$ cat src/rtl/registered_pipeline_if.sv
// Handshake bundle for registered_pipeline: upstream push, downstream pop,
// synchronous flush request and the registered occupancy count.
interface registered_pipeline_if #(
  parameter int WIDTH = 32,
  parameter int DEPTH = 3
) ();

  localparam int CountWidth = $clog2(DEPTH + 1);

  logic                  i_valid;
  logic                  o_ready;
  logic [WIDTH-1:0]      i_data;
  logic                  o_valid;
  logic                  i_ready;
  logic [WIDTH-1:0]      o_data;
  logic                  i_flush;
  logic [CountWidth-1:0] o_count;

  modport slave (
    input  i_valid,
    input  i_data,
    input  i_ready,
    input  i_flush,
    output o_ready,
    output o_valid,
    output o_data,
    output o_count
  );

  modport master (
    output i_valid,
    output i_data,
    output i_ready,
    output i_flush,
    input  o_ready,
    input  o_valid,
    input  o_data,
    input  o_count
  );

endinterface

$ cat src/rtl/registered_pipeline.sv
// Elastic register pipeline: DEPTH stages with per-stage valid bits, bubble
// collapsing under backpressure, synchronous flush and a registered occupancy count.
module registered_pipeline #(
  parameter int WIDTH = 32,
  parameter int DEPTH = 3
) (
  input  logic                 i_clk,
  input  logic                 i_rst_n,
  registered_pipeline_if.slave bus
);

  localparam int CountWidth = $clog2(DEPTH + 1);

  logic [DEPTH-1:0]      stageValid_q;
  logic [DEPTH-1:0]      stageValid_d;
  logic [WIDTH-1:0]      stageData_q [DEPTH];
  logic [WIDTH-1:0]      stageData_d [DEPTH];
  logic [CountWidth-1:0] count_q;
  logic [CountWidth-1:0] count_d;

  logic [DEPTH-1:0]      stageRdy;
  logic                  readyChain;
  logic                  inReady;
  logic                  inAccept;
  logic [DEPTH-1:0]      srcValid;
  logic [WIDTH-1:0]      srcData [DEPTH];

  // A stage may load when it, or any stage between it and the output, is a bubble.
  always_comb begin
    stageRdy   = '0;
    readyChain = bus.i_ready;
    for (int k = DEPTH - 1; k >= 0; k--) begin
      readyChain  = readyChain || !stageValid_q[k];
      stageRdy[k] = readyChain;
    end
  end

  assign inReady  = stageRdy[0] && !bus.i_flush;
  assign inAccept = bus.i_valid && inReady;

  always_comb begin
    srcValid = '0;
    for (int k = 0; k < DEPTH; k++) begin
      srcData[k] = '0;
    end
    srcValid[0] = inAccept;
    srcData[0]  = bus.i_data;
    for (int k = 1; k < DEPTH; k++) begin
      srcValid[k] = stageValid_q[k-1];
      srcData[k]  = stageData_q[k-1];
    end
  end

  // Flush drops every valid bit but leaves data registers untouched.
  always_comb begin
    stageValid_d = stageValid_q;
    stageData_d  = stageData_q;
    count_d      = '0;
    if (bus.i_flush) begin
      stageValid_d = '0;
    end else begin
      for (int k = 0; k < DEPTH; k++) begin
        if (stageRdy[k]) begin
          stageValid_d[k] = srcValid[k];
          if (srcValid[k]) begin
            stageData_d[k] = srcData[k];
          end
        end
      end
    end
    for (int k = 0; k < DEPTH; k++) begin
      count_d = count_d + CountWidth'(stageValid_d[k]);
    end
  end

  always_ff @(posedge i_clk) begin
    if (!i_rst_n) begin
      stageValid_q <= '0;
      count_q      <= '0;
      for (int k = 0; k < DEPTH; k++) begin
        stageData_q[k] <= '0;
      end
    end else begin
      stageValid_q <= stageValid_d;
      stageData_q  <= stageData_d;
      count_q      <= count_d;
    end
  end

  assign bus.o_ready = inReady;
  assign bus.o_valid = stageValid_q[DEPTH-1];
  assign bus.o_data  = stageData_q[DEPTH-1];
  assign bus.o_count = count_q;

endmodule

$ cat src/flat_wrapper.sv
// flat-port wrapper written by rule: the top's interface ports become plain ports
module registered_pipeline_flat 
#(
  parameter int WIDTH = 32,
  parameter int DEPTH = 3
)
  (i_clk, i_rst_n, bus_i_valid, bus_i_data, bus_i_ready, bus_i_flush, bus_o_ready, bus_o_valid, bus_o_data, bus_o_count);
  registered_pipeline_if #(.WIDTH(WIDTH), .DEPTH(DEPTH)) bus_i ();
  input  logic i_clk;
  input  logic i_rst_n;
  input wire logic [$bits(bus_i.i_valid)-1:0] bus_i_valid;
  input wire logic [$bits(bus_i.i_data)-1:0] bus_i_data;
  input wire logic [$bits(bus_i.i_ready)-1:0] bus_i_ready;
  input wire logic [$bits(bus_i.i_flush)-1:0] bus_i_flush;
  output wire logic [$bits(bus_i.o_ready)-1:0] bus_o_ready;
  output wire logic [$bits(bus_i.o_valid)-1:0] bus_o_valid;
  output wire logic [$bits(bus_i.o_data)-1:0] bus_o_data;
  output wire logic [$bits(bus_i.o_count)-1:0] bus_o_count;
  assign bus_i.i_valid = bus_i_valid;
  assign bus_i.i_data = bus_i_data;
  assign bus_i.i_ready = bus_i_ready;
  assign bus_i.i_flush = bus_i_flush;
  assign bus_o_ready = bus_i.o_ready;
  assign bus_o_valid = bus_i.o_valid;
  assign bus_o_data = bus_i.o_data;
  assign bus_o_count = bus_i.o_count;
  registered_pipeline #(.WIDTH(WIDTH), .DEPTH(DEPTH)) u_core (.i_clk(i_clk), .i_rst_n(i_rst_n), .bus(bus_i));
endmodule
$ cat config.mk
export PLATFORM = sky130hd
export DESIGN_NAME = registered_pipeline_flat
export DESIGN_NICKNAME = d
export VERILOG_FILES = /design/src/rtl/registered_pipeline_if.sv /design/src/rtl/registered_pipeline.sv /design/src/flat_wrapper.sv
export SDC_FILE = /design/constraint.sdc
export NUM_CORES = 1
export LEC_CHECK = 0
export BUFFER_PORTS_ARGS = -buffer_cell sky130_fd_sc_hd__buf_2
export CORE_ASPECT_RATIO = 1.5
export CORE_MARGIN = 10
export CORE_UTILIZATION = 30
export DETAILED_ROUTE_END_ITERATION = 12
export HOLD_SLACK_MARGIN = 0.15
export SETUP_SLACK_MARGIN = 0.4
export SLEW_MARGIN = 20
export SYNTH_ARGS = -nofsm -noshare
export SYNTH_HDL_FRONTEND = slang
export SYNTH_SLANG_ARGS = --single-unit
$ cat constraint.sdc
create_clock -name i_clk -period 3.9 [get_ports i_clk]
set_input_delay 0.78 -clock i_clk [delete_from_list [all_inputs] [get_ports i_clk]]
set_output_delay 0.78 -clock i_clk [all_outputs]
set_load 0.05 [all_outputs]
======== After elaboration in Yosys (flattened, before gate mapping) ========
Index checks and enable logic that the tools add are counted.
storage, ports and cells
  flip-flop bits (word level) ............. 101
  input port bits ......................... 37
  output and inout bits ................... 36
  logic and storage cells ................. 24
operators by class
  add/sub/neg operators ................... 2
  mux-type cells .......................... 4
  bitwise gates (word level) .............. 1
  reduce and logical (&&, ||, !) cells .... 12
operators with widths
  operator             count
  $reduce_and A3 Y1    3
  $logic_not A1 Y1     4
  $logic_or A1 B1 Y1   3
  $mux W1              3
  $mux W3              1
  $add A1 B1 Y2        1
  $add A2 B1 Y2        1
  $logic_and A1 B1 Y1  2
  $not A1 Y1           1

======== Longest topological paths before layout ========
Gate-level depths: netlist of run 1.
  word-level depth ........................ 10
  depth in mapped cells ................... 5
  depth with buffers taken out ............ 4

======== Worst setup path before layout of run 1 ========
Ideal clock, no wire load.
  path kind ............................... input -> output
  start ................................... input bus_i_ready
  end ..................................... output bus_o_ready
  arrival time ............................ 1.635 ns
  data required time ...................... 3.120 ns
  setup slack ............................. 1.485 ns
  stages .................................. 2
  buffers on the path ..................... 0
  path through ............................ nand4b_1 nor2b_1
between the ends
  cells in the longest elaborated chain, start to end .. 4
RTL lines
  element                          line                       RTL
  start: declaration               flat_wrapper.sv:13         input wire logic [$bits(bus_i.i_ready)-1:0] bus_i_ready;
  $logic_or A1 B1 Y1 (3 in a row)  registered_pipeline.sv:33  readyChain = readyChain || !stageValid_q[k];
  $logic_and A1 B1 Y1              registered_pipeline.sv:38  assign inReady = stageRdy[0] && !bus.i_flush;
  end: declaration                 flat_wrapper.sv:15         output wire logic [$bits(bus_i.o_ready)-1:0] bus_o_ready;
Every way passes these cells.

======== Final worst setup path of run 1 ========
Ends and elaborated chain as after synthesis.

==> impl_metrics.csv, run 1 <==
group,metric,value,unit
routing,drtAntennaViolNets,0,
cells_and_area,diodes,0,
global_routing,grt_pass1_vias,2969,
setup_path,rrSetupSlack,1.94,ns
floorplanning,placementRows,51,
logic_synthesis,yosysWarnings,0,
setup_path,reg2reg_depth,4,
min_path,min_from,"u_core.srcData[13]",
timing,max_freq,442,MHz
logic_synthesis,yosysUniqueCellTypes,22,
global_routing,busiest_layer,"met2",
power_and_ir_drop,p_leak,2.14,nW
clocking,cts_buffer_depth,2,
floorplanning,pin_count,73,
place,place.port_buffers,72,
flow_run,cap_violations,0,
routing,finalWirelength,9420,um
logic_synthesis,ys_ff_latch,101,
routing,drc,0,
logic_synthesis,synth_area_per_cell,9.59,um2
routing,drt_iter0_markers,116,
setup_path,cp-startpoint,"bus_i_ready",
logic_synthesis,syn_area,3980,um2
setup_path,start_kind,"primary input",
place,dp.cells,612,
logic_synthesis,synthCells,415,
global_routing,grt_usage,10.3,%
cells_and_area,nNetsFinal,502,
setup_path,rr_endpoint,"u_core.bus.o_count[0]",
power_and_ir_drop,ir_drop,0.173,mV
setup_path,worstSetupEndpointType,"output pin",
global_routing,use_met1,11.3,%
timing,hold_viol,0,
clocking,ctsHtreeMaxLevel,3,
routing,wl_per_cell,15.0,um
cells_and_area,postLayoutCoreUtil,35.5,%
setup_path,worstPathArrival,1.48,ns
place,place_area,4330,um2
global_routing,grt_overflow,0,
place,dp_slack,1.34,ns
global_routing,grt.met3_usage,3.19,%
logic_synthesis,synth_seq_area_share,50.8,%
clocking,clkTransAtPathRegs,0.07,ns
min_path,hold_class,"flip-flop to flip-flop",
clocking,holdBufCountCts,0,
clocking,cts_root_buffer,"clkbuf_16",
status,outcome,"finished, final reports clean",
floorplanning,dieArea,18400,um2
cells_and_area,fill_cells,1378,
global_routing,use_met2,17.8,%
global_routing,grt_pass1_wl,15100,um
routing,drtPass1Iterations,5,
setup_path,worstSetupPathType,"primary input to output pin",
timing,slew-limit-headroom,31.2,%
cells_and_area,syn2layout_area_growth,16.2,%
place,dp_hpwl,6420,um
timing,setup_viol,0,
timing,worst_pin_slew,1.03,ns
setup_path,path_max_fanout,4,
clocking,cts_tree,"built",
timing,fin_setup_tns,0,ns
clocking,ctsResizeCount,0,
setup_path,r2r_start,"u_core.stageValid_q[2]",
timing,fin_worst_skew,0.00883,ns
setup_path,worstPathRequired,3.12,ns
timing,fin_crit,2.26,ns
clocking,clkLatencyLatePin,0.34,ns
routing,vias_per_cell,4.68,
logic_synthesis,synth_nets,453,
min_path,whs_endpoint,"u_core.srcData[13]",
clocking,cts_setup_buffers,0,
clocking,cts_sinks,101,
power_and_ir_drop,powerDensity,444,nW/um2
global_routing,antenna_found_initial,0,
power_and_ir_drop,power,2.05,mW
timing,hold_ws,0.459,ns
floorplanning,chipWidth,114,um
floorplanning,coreArea,13000,um2
floorplanning,start_util,30.6,%
place,gp_congestion,0.747,
timing,min_period_over_period,58.1,%
cells_and_area,final_area,4630,um2
cells_and_area,drive_gt1_share,19.7,%
clocking,cts_buffers,9,
floorplanning,die_h,161,um
cells_and_area,fin_cells,627,
timing,drv_slew,0,
timing,fin_ws,1.64,ns
timing,rsz0062_at_grt,"false",
min_path,holdPathStages,2,
global_routing,grt_max_degree,134,
routing,num_vias,2935,
[final cells by class]
type                    count  area (um2)  area share (%)
clock buffers              10         229            4.95
clock inverters             5        60.1            1.30
inverters                   3        11.3           0.243
multi-input cells         274        1700            36.8
flip-flops and latches    101        2020            43.7
well taps                 159         199            4.30
repair buffers             75         402            8.68
[critical path: stages]
cell and delay [ns]:
buf_2 0.11, nand4b_1 0.20, nor2b_1 0.18, buf_2 0.21
[cell families (layout without fill, tap and decap cells)]
family	Yosys count	in the layout	synth area share [%]
adders and majority gates	1	1	0.503
and+or+nand+nor	142	142	15.5
AOI/OAI and AO/OA	67	67	10.4
DFF	101	101	50.8
buffers and inverters	40	93	6.73
muxes	64	64	16.1
[sequential cells by signal, indices dropped and copies added, names as in the netlist]
register,count
u_core.srcData,64
u_core.bus.o_data,32
u_core.bus.o_count,2
u_core.stageValid_q,3
[layout by cell type, fill, tap and decap left out, drive strengths merged, types with 3 or more instances in the layout]
master and n:
mux2i 64, nand3 32, buf 75, inv 5, dfxtp 101, o21ai 32, a21boi 32, a21oi 3
clkbuf 10, nand3b 3, nand2 96, and2 5
[routing by layer]
| layer | vias to the layer above | share of wire, % |
|---|---|---|
| met5 | - | 0 |
| met4 | 0 | 1.4 |
| met3 | 7 | 4.4 |
| met2 | 54 | 52 |
| met1 | 1376 | 42 |
| li1 | 1498 | - |
[synthesized netlist by cell type]
cell | n | area share, %
o21ai_1 | 30 | 3.8
a21oi_1 | 3 | 0.38
buf_2 | 16 | 2.0
fa_1 | 1 | 0.50
clkbuf_1 | 7 | 0.66
and2_1 | 5 | 0.79
inv_1 | 3 | 0.28
buf_6 | 4 | 1.1
and2b_1 | 1 | 0.19
buf_4 | 4 | 0.75
nand2_1 | 96 | 9.1
dfxtp_1 | 101 | 51
nand3_1 | 32 | 4.0
nand4b_1 | 1 | 0.22
o21ai_0 | 2 | 0.25
nand3b_1 | 3 | 0.57
nand2b_1 | 2 | 0.31
mux2i_1 | 64 | 16
buf_12 | 3 | 1.5
nor2b_1 | 2 | 0.31
clkbuf_2 | 3 | 0.38
a21boi_1 | 32 | 6.0
[power by group]
group	total (mW)	switching (mW)	leakage, nW	internal (mW)
sequential	1.06	0.00620	0.818	1.05
combinational	0.111	0.0643	1.19	0.0467
clock	0.886	0.388	0.139	0.498
[worst max path at each step]
stage	slack [ns]	to
after floorplan	1.49	bus_o_ready
after global placement	1.40	u_core.bus.o_count[0]
final	1.64	bus_o_ready
after global routing	1.57	bus_o_ready
after CTS	1.60	bus_o_ready
after detailed placement	1.34	u_core.bus.o_count[0]
(Power assumes the default switching activity.)
==> run 2: changes to the inputs <==
- ABC_AREA: unset -> 1
- clock period: 3.9 -> 2.3 ns (I/O delays scaled with it)
==> impl_metrics.csv, run 2 <==
group,metric,value,unit
status,outcome,"finished, final reports clean",
cells_and_area,drive_gt1_share,16.2,%
floorplanning,chipWidth,117,um
global_routing,grt_overflow,0,
logic_synthesis,yosysWarnings,0,
logic_synthesis,yosysUniqueCellTypes,24,
timing,drv_slew,0,
setup_path,reg2reg_depth,7,
place,place_area,4580,um2
logic_synthesis,synth_area_per_cell,7.26,um2
timing,min_period_over_period,78.2,%
logic_synthesis,synth_top_area_cell,"dfxtp_1",
min_path,hold_class,"primary input to flip-flop",
setup_path,worstSetupPathType,"primary input to output pin",
global_routing,grt_pass1_wl,15100,um
clocking,cts_tree,"built",
setup_path,r2r_start,"u_core.stageValid_q[1]",
floorplanning,pin_count,73,
timing,fin_worst_skew,0.00480,ns
logic_synthesis,synth_area_leaders,"dfxtp_1, inv_1, nor2_1",
logic_synthesis,synth_top_area_share,48.1,%
logic_synthesis,ys_ff_latch,101,
floorplanning,placementRows,52,
logic_synthesis,syn_area,4210,um2
timing,hold_viol,0,
logic_synthesis,synth_async_sr_flop_share,0,%
clocking,cts_buffers,9,
setup_path,path_max_fanout,17,
setup_path,start_kind,"primary input",
cells_and_area,syn2layout_area_growth,16.7,%
logic_synthesis,synth_edf_count,0,
cells_and_area,fill_cells,1481,
clocking,cts_root_buffer,"clkbuf_16",
timing,fin_crit,1.80,ns
logic_synthesis,synth_nets,617,
logic_synthesis,synth_seq_area_share,48.1,%
setup_path,worstSetupEndpointType,"output pin",
timing,slew-limit-headroom,58.2,%
logic_synthesis,synthTopCellsByCount,"inv_1, dfxtp_1, nor2_1",
global_routing,antenna_found_initial,0,
routing,wl_per_cell,11.8,um
place,dp_hpwl,6130,um
cells_and_area,final_cell_mix,"inv_1, dfxtp_1, nor2_1",
cells_and_area,mostFrequentLayoutCell,"inv_1",
place,place.port_buffers,72,
min_path,holdPathStages,5,
timing,fin_setup_tns,0,ns
global_routing,grt_max_degree,102,
routing,drc,0,
place,gp_congestion,0.730,
clocking,cts_buffer_depth,2,
cells_and_area,largest_register_ffs,64,
timing,worst_pin_slew,0.627,ns
routing,drtPass1Iterations,4,
power_and_ir_drop,powerDensity,764,nW/um2
logic_synthesis,synth_most_common_cell,"inv_1",
logic_synthesis,synth_simple_gate_area_share,21.8,%
routing,finalWirelength,9410,um
clocking,clkTransAtPathRegs,0.06,ns
logic_synthesis,synth_fa_ha_area_share,0.476,%
floorplanning,die_h,165,um
routing,vias_per_cell,4.09,
setup_path,cp-startpoint,"bus_i_flush",
floorplanning,coreArea,13600,um2
clocking,cts_sinks,101,
cells_and_area,diodes,0,
cells_and_area,final_area,4910,um2
logic_synthesis,synthMuxAreaShare,0,%
timing,max_freq,556,MHz
clocking,ctsHtreeMaxLevel,3,
routing,drtAntennaViolNets,0,
routing,drt_iter0_markers,181,
flow_run,cap_violations,0,
global_routing,grt_pass1_vias,3057,
floorplanning,start_util,30.9,%
cells_and_area,nNetsFinal,670,
power_and_ir_drop,ir_drop,0.289,mV
timing,rsz0062_at_grt,"false",
logic_synthesis,synth_top_family_by_area,"simple AND/OR/NAND/NOR gates",
floorplanning,dieArea,19300,um2
timing,setup_viol,0,
routing,num_vias,3264,
clocking,clkLatencyLatePin,0.34,ns
logic_synthesis,synthCells,579,
setup_path,worstPathArrival,1.34,ns
power_and_ir_drop,p_leak,2.36,nW
global_routing,grt_usage,10.0,%
logic_synthesis,synth_xor_area_share,0,%
logic_synthesis,synth_compound_area_share,11.8,%
logic_synthesis,ys.flop_type,"dfxtp_1",
min_path,min_from,"bus_i_data[25]",
setup_path,worstPathRequired,1.84,ns
## run 2: changes by cell type after synthesis, sizes merged, moves of 26 or more
cell,before,now
inv,3,125
nor2,0,97
mux2i,64,0
nand4,0,33
o21ai,32,65
a21boi,32,0
a21oi,3,34
nand3,32,3
nand2,96,70
## run 2: stage by stage
step                      util (%)  instances  setup slack [ns]  hold slack, ns  power, mW
after global placement        33.7        782             0.338           0.430       2.21
after floorplan                  -        579             0.440           0.448       2.14
after detailed placement      33.7        782             0.258           0.434       2.22
after global routing          36.1        799             0.404           0.439       3.94
after CTS                     36.1        799             0.491           0.424       3.81
final                         36.1        799             0.502           0.434       3.75
## run 2: metal layers
metal	vias to the layer above	share of wire, %	GRT usage [%]
met5	-	0	0
met3	9	5.2	2.98
met4	0	1.8	5.07
met1	1347	45	11.4
li1	1856	-	-
met2	52	48	16.7
## run 2: kinds of logic after synthesis
kind of cell / Yosys count
DFF: 101
adders and majority gates: 1
and+or+nand+nor: 206
buffers and inverters: 172
AOI/OAI and AO/OA: 99
## run 2: area by class of cell
| class | instances | area (um2) | area share (%) |
|---|---|---|---|
| Clock inverter | 4 | 55.1 | 1.12 |
| Clock buffer | 12 | 267 | 5.43 |
| Timing Repair Buffer | 78 | 418 | 8.51 |
| Sequential cell | 101 | 2020 | 41.2 |
| Inverter | 136 | 510 | 10.4 |
| Multi-Input combinational cell | 306 | 1430 | 29.2 |
| Tap cell | 162 | 203 | 4.13 |
## run 2: critical path: stages
cell	delay [ns]
buf_2	0.13
inv_2	0.25
nand2_1	0.15
inv_1	0.07
buf_2	0.27
## run 2: power by group
part / internal, mW / switching [mW]
combinational: 0.115 / 0.211
clock: 0.936 / 0.643
sequential: 1.82 / 0.0290
total: 2.87 / 0.883
## run 2: path summary, 6_finish.rpt
check | endpoint | slack, ns
max | bus_o_ready | 0.50
min | u_core.srcData[57] | 0.43
max reg2reg | u_core.srcData[61] | 0.58
min reg2reg | u_core.bus.o_data[20] | 0.44
## run 2: what timing repair did
action | 4_1_cts | 5_1_grt
hold buffers | 0 | 0
setup buffers | 1 | 0
gates resized for setup | 1 | 0
setup endpoints to repair | 1 | 0
==> run 3: changes to the inputs <==
- clock period: 2.3 -> 1.79 ns (I/O delays scaled with it)
==> impl_metrics.csv, run 3 (same netlist as run 2, synthesis figures left out) <==
group,metric,value,unit
status,outcome,"finished, final reports clean",
clocking,clkLatencyLatePin,0.34,ns
setup_path,cp_top_family,"flip-flops",
global_routing,grt_pass1_vias,3299,
routing,drtPass1Iterations,4,
global_routing,grt_max_degree,102,
setup_path,path_depth,4,
floorplanning,die_h,165,um
place,dp_hpwl,6410,um
setup_path,worstPathRequired,1.43,ns
routing,num_vias,3346,
place,dp.cells,788,
routing,drc,0,
setup_path,path_max_fanout,4,
power_and_ir_drop,p_comb_share,9.2,%
cells_and_area,diodes,0,
global_routing,grt_pass1_wl,15900,um
timing,fin_setup_tns,0,ns
floorplanning,start_util,30.9,%
global_routing,grt_overflow,0,
power_and_ir_drop,power.switching,1.16,mW
setup_path,crit_chain,"nand4_4 > nand2_2 > inv_2 > buf_6",
clocking,cts_root_buffer,"clkbuf_16",
power_and_ir_drop,ir_drop,0.422,mV
timing,fin_crit,1.44,ns
timing,fin_worst_skew,0.00766,ns
power_and_ir_drop,p_clk_share,40.6,%
setup_path,crit_buf_inv,2,
setup_path,worstSetupEndpointType,"output pin",
power_and_ir_drop,intPower,3.56,mW
place,gp_congestion,0.750,
floorplanning,placementRows,52,
cells_and_area,postLayoutCoreUtil,36.9,%
power_and_ir_drop,power_frac_seq,50.2,%
clocking,holdBufCountCts,0,
clocking,cts_tree,"built",
setup_path,start_kind,"flip-flop",
global_routing,antenna_found_initial,0,
timing,slew-limit-headroom,73.8,%
clocking,cts_buffers,9,
timing,rsz0062_at_grt,"true",
min_path,holdPathStages,5,
power_and_ir_drop,p_sw_share,24.6,%
cells_and_area,nNetsFinal,678,
flow_run,cap_violations,0,
cells_and_area,syn2layout_area_growth,19.2,%
place,place_area,4660,um2
setup_path,rrSetupSlack,0.36,ns
cells_and_area,largest_register_ffs,64,
cells_and_area,drive_gt1_share,17.8,%
cells_and_area,mostFrequentLayoutCell,"inv_1",
clocking,cts_sinks,101,
power_and_ir_drop,p_leak,2.42,nW
global_routing,grt_usage,10.3,%
clocking,clkTransAtPathRegs,0.07,ns
routing,drtAntennaViolNets,0,
setup_path,critPathSlowestCell,"dfxtp_4",
clocking,cts_buffer_depth,2,
routing,vias_per_cell,4.15,
cells_and_area,final_cell_mix,"inv_1, dfxtp_1, nor2_1",
clocking,ctsHtreeMaxLevel,3,
timing,worst_pin_slew,0.393,ns
setup_path,worstPathArrival,1.08,ns
routing,wl_per_cell,11.8,um
cells_and_area,final_area,5010,um2
timing,hold_ws,0.334,ns
setup_path,worstSetupPathType,"flip-flop to output pin",
timing,drv_slew,0,
min_path,hold_class,"primary input to flip-flop",
routing,finalWirelength,9530,um
floorplanning,pin_count,73,
routing,drt_iter0_markers,131,
floorplanning,dieArea,19300,um2
place,place.port_buffers,72,
cells_and_area,fin_cells,807,
timing,min_period_over_period,80.6,%
power_and_ir_drop,powerDensity,942,nW/um2
timing,max_freq,693,MHz
timing,hold_viol,0,
floorplanning,chipWidth,117,um
cells_and_area,fill_cells,1481,
floorplanning,coreArea,13600,um2
setup_path,reg2reg_depth,6,
setup_path,cpPeakStageDelay,0.38,ns
timing,setup_viol,0,
==> run 3: area by class of cell <==
cell class	instances	area [um2]	share of cell area (%)
well taps	162	203	4.04
clock buffers	12	268	5.34
clock inverters	4	28.8	0.574
multi-input cells	306	1450	28.9
flip-flops and latches	101	2030	40.5
repair buffers	86	522	10.4
inverters	136	513	10.2
==> run 3: path summary, 6_finish.rpt <==
check,start,end
max,u_core.stageValid_q[2],bus_o_ready
min,bus_i_data[22],u_core.srcData[54]
max reg2reg,u_core.stageValid_q[2],u_core.bus.o_count[0]
min reg2reg,u_core.bus.o_data[7],u_core.bus.o_data[7]
==> run 3: worst min-delay path, cell delays in order <==
cell and delay, ns:
buf_2 0.07, inv_1 0.03, nand4_1 0.07, nand2_1 0.05
nor2_1 0.07
==> run 3: metrics by stage <==
step / setup WS [ns] / power [mW]
finish: 0.347 / 4.72
global route: 0.299 / 4.95
CTS: 0.328 / 4.78
detailed placement: 0.0703 / 2.85
global placement: 0.133 / 2.85
floorplan: 0.338 / 2.75
==> run 3: metal layers <==
layer | track usage [%] | vias up | part of all wire (%)
met1 | 11.8 | 1414 | 44
met4 | 4.34 | 0 | 1.4
met3 | 3.05 | 9 | 4.8
li1 | - | 1869 | -
met5 | 0 | - | 0
met2 | 17.4 | 54 | 50
==> run 3: power groups by stage <==
| stage | Clock (mW) | Combinational, mW | Sequential, mW |
|---|---|---|---|
| 2_1_floorplan | 0 | 0.293 | 2.45 |
| 3_3_place_gp | 0 | 0.430 | 2.42 |
| 3_5_place_dp | 0 | 0.433 | 2.42 |
| 4_1_cts | 1.97 | 0.437 | 2.37 |
| 5_1_grt | 2.06 | 0.507 | 2.38 |
| 6_report | 1.92 | 0.433 | 2.37 |
==> run 3: what timing repair did <==
| action | 4_1_cts | 5_1_grt |
|---|---|---|
| pin swaps | 1 | 1 |
| hold endpoints to repair | 0 | 0 |
| setup buffers | 1 | 2 |
| endpoints found under the setup margin | 7 | 76 |
| resized for setup | 6 | 5 |
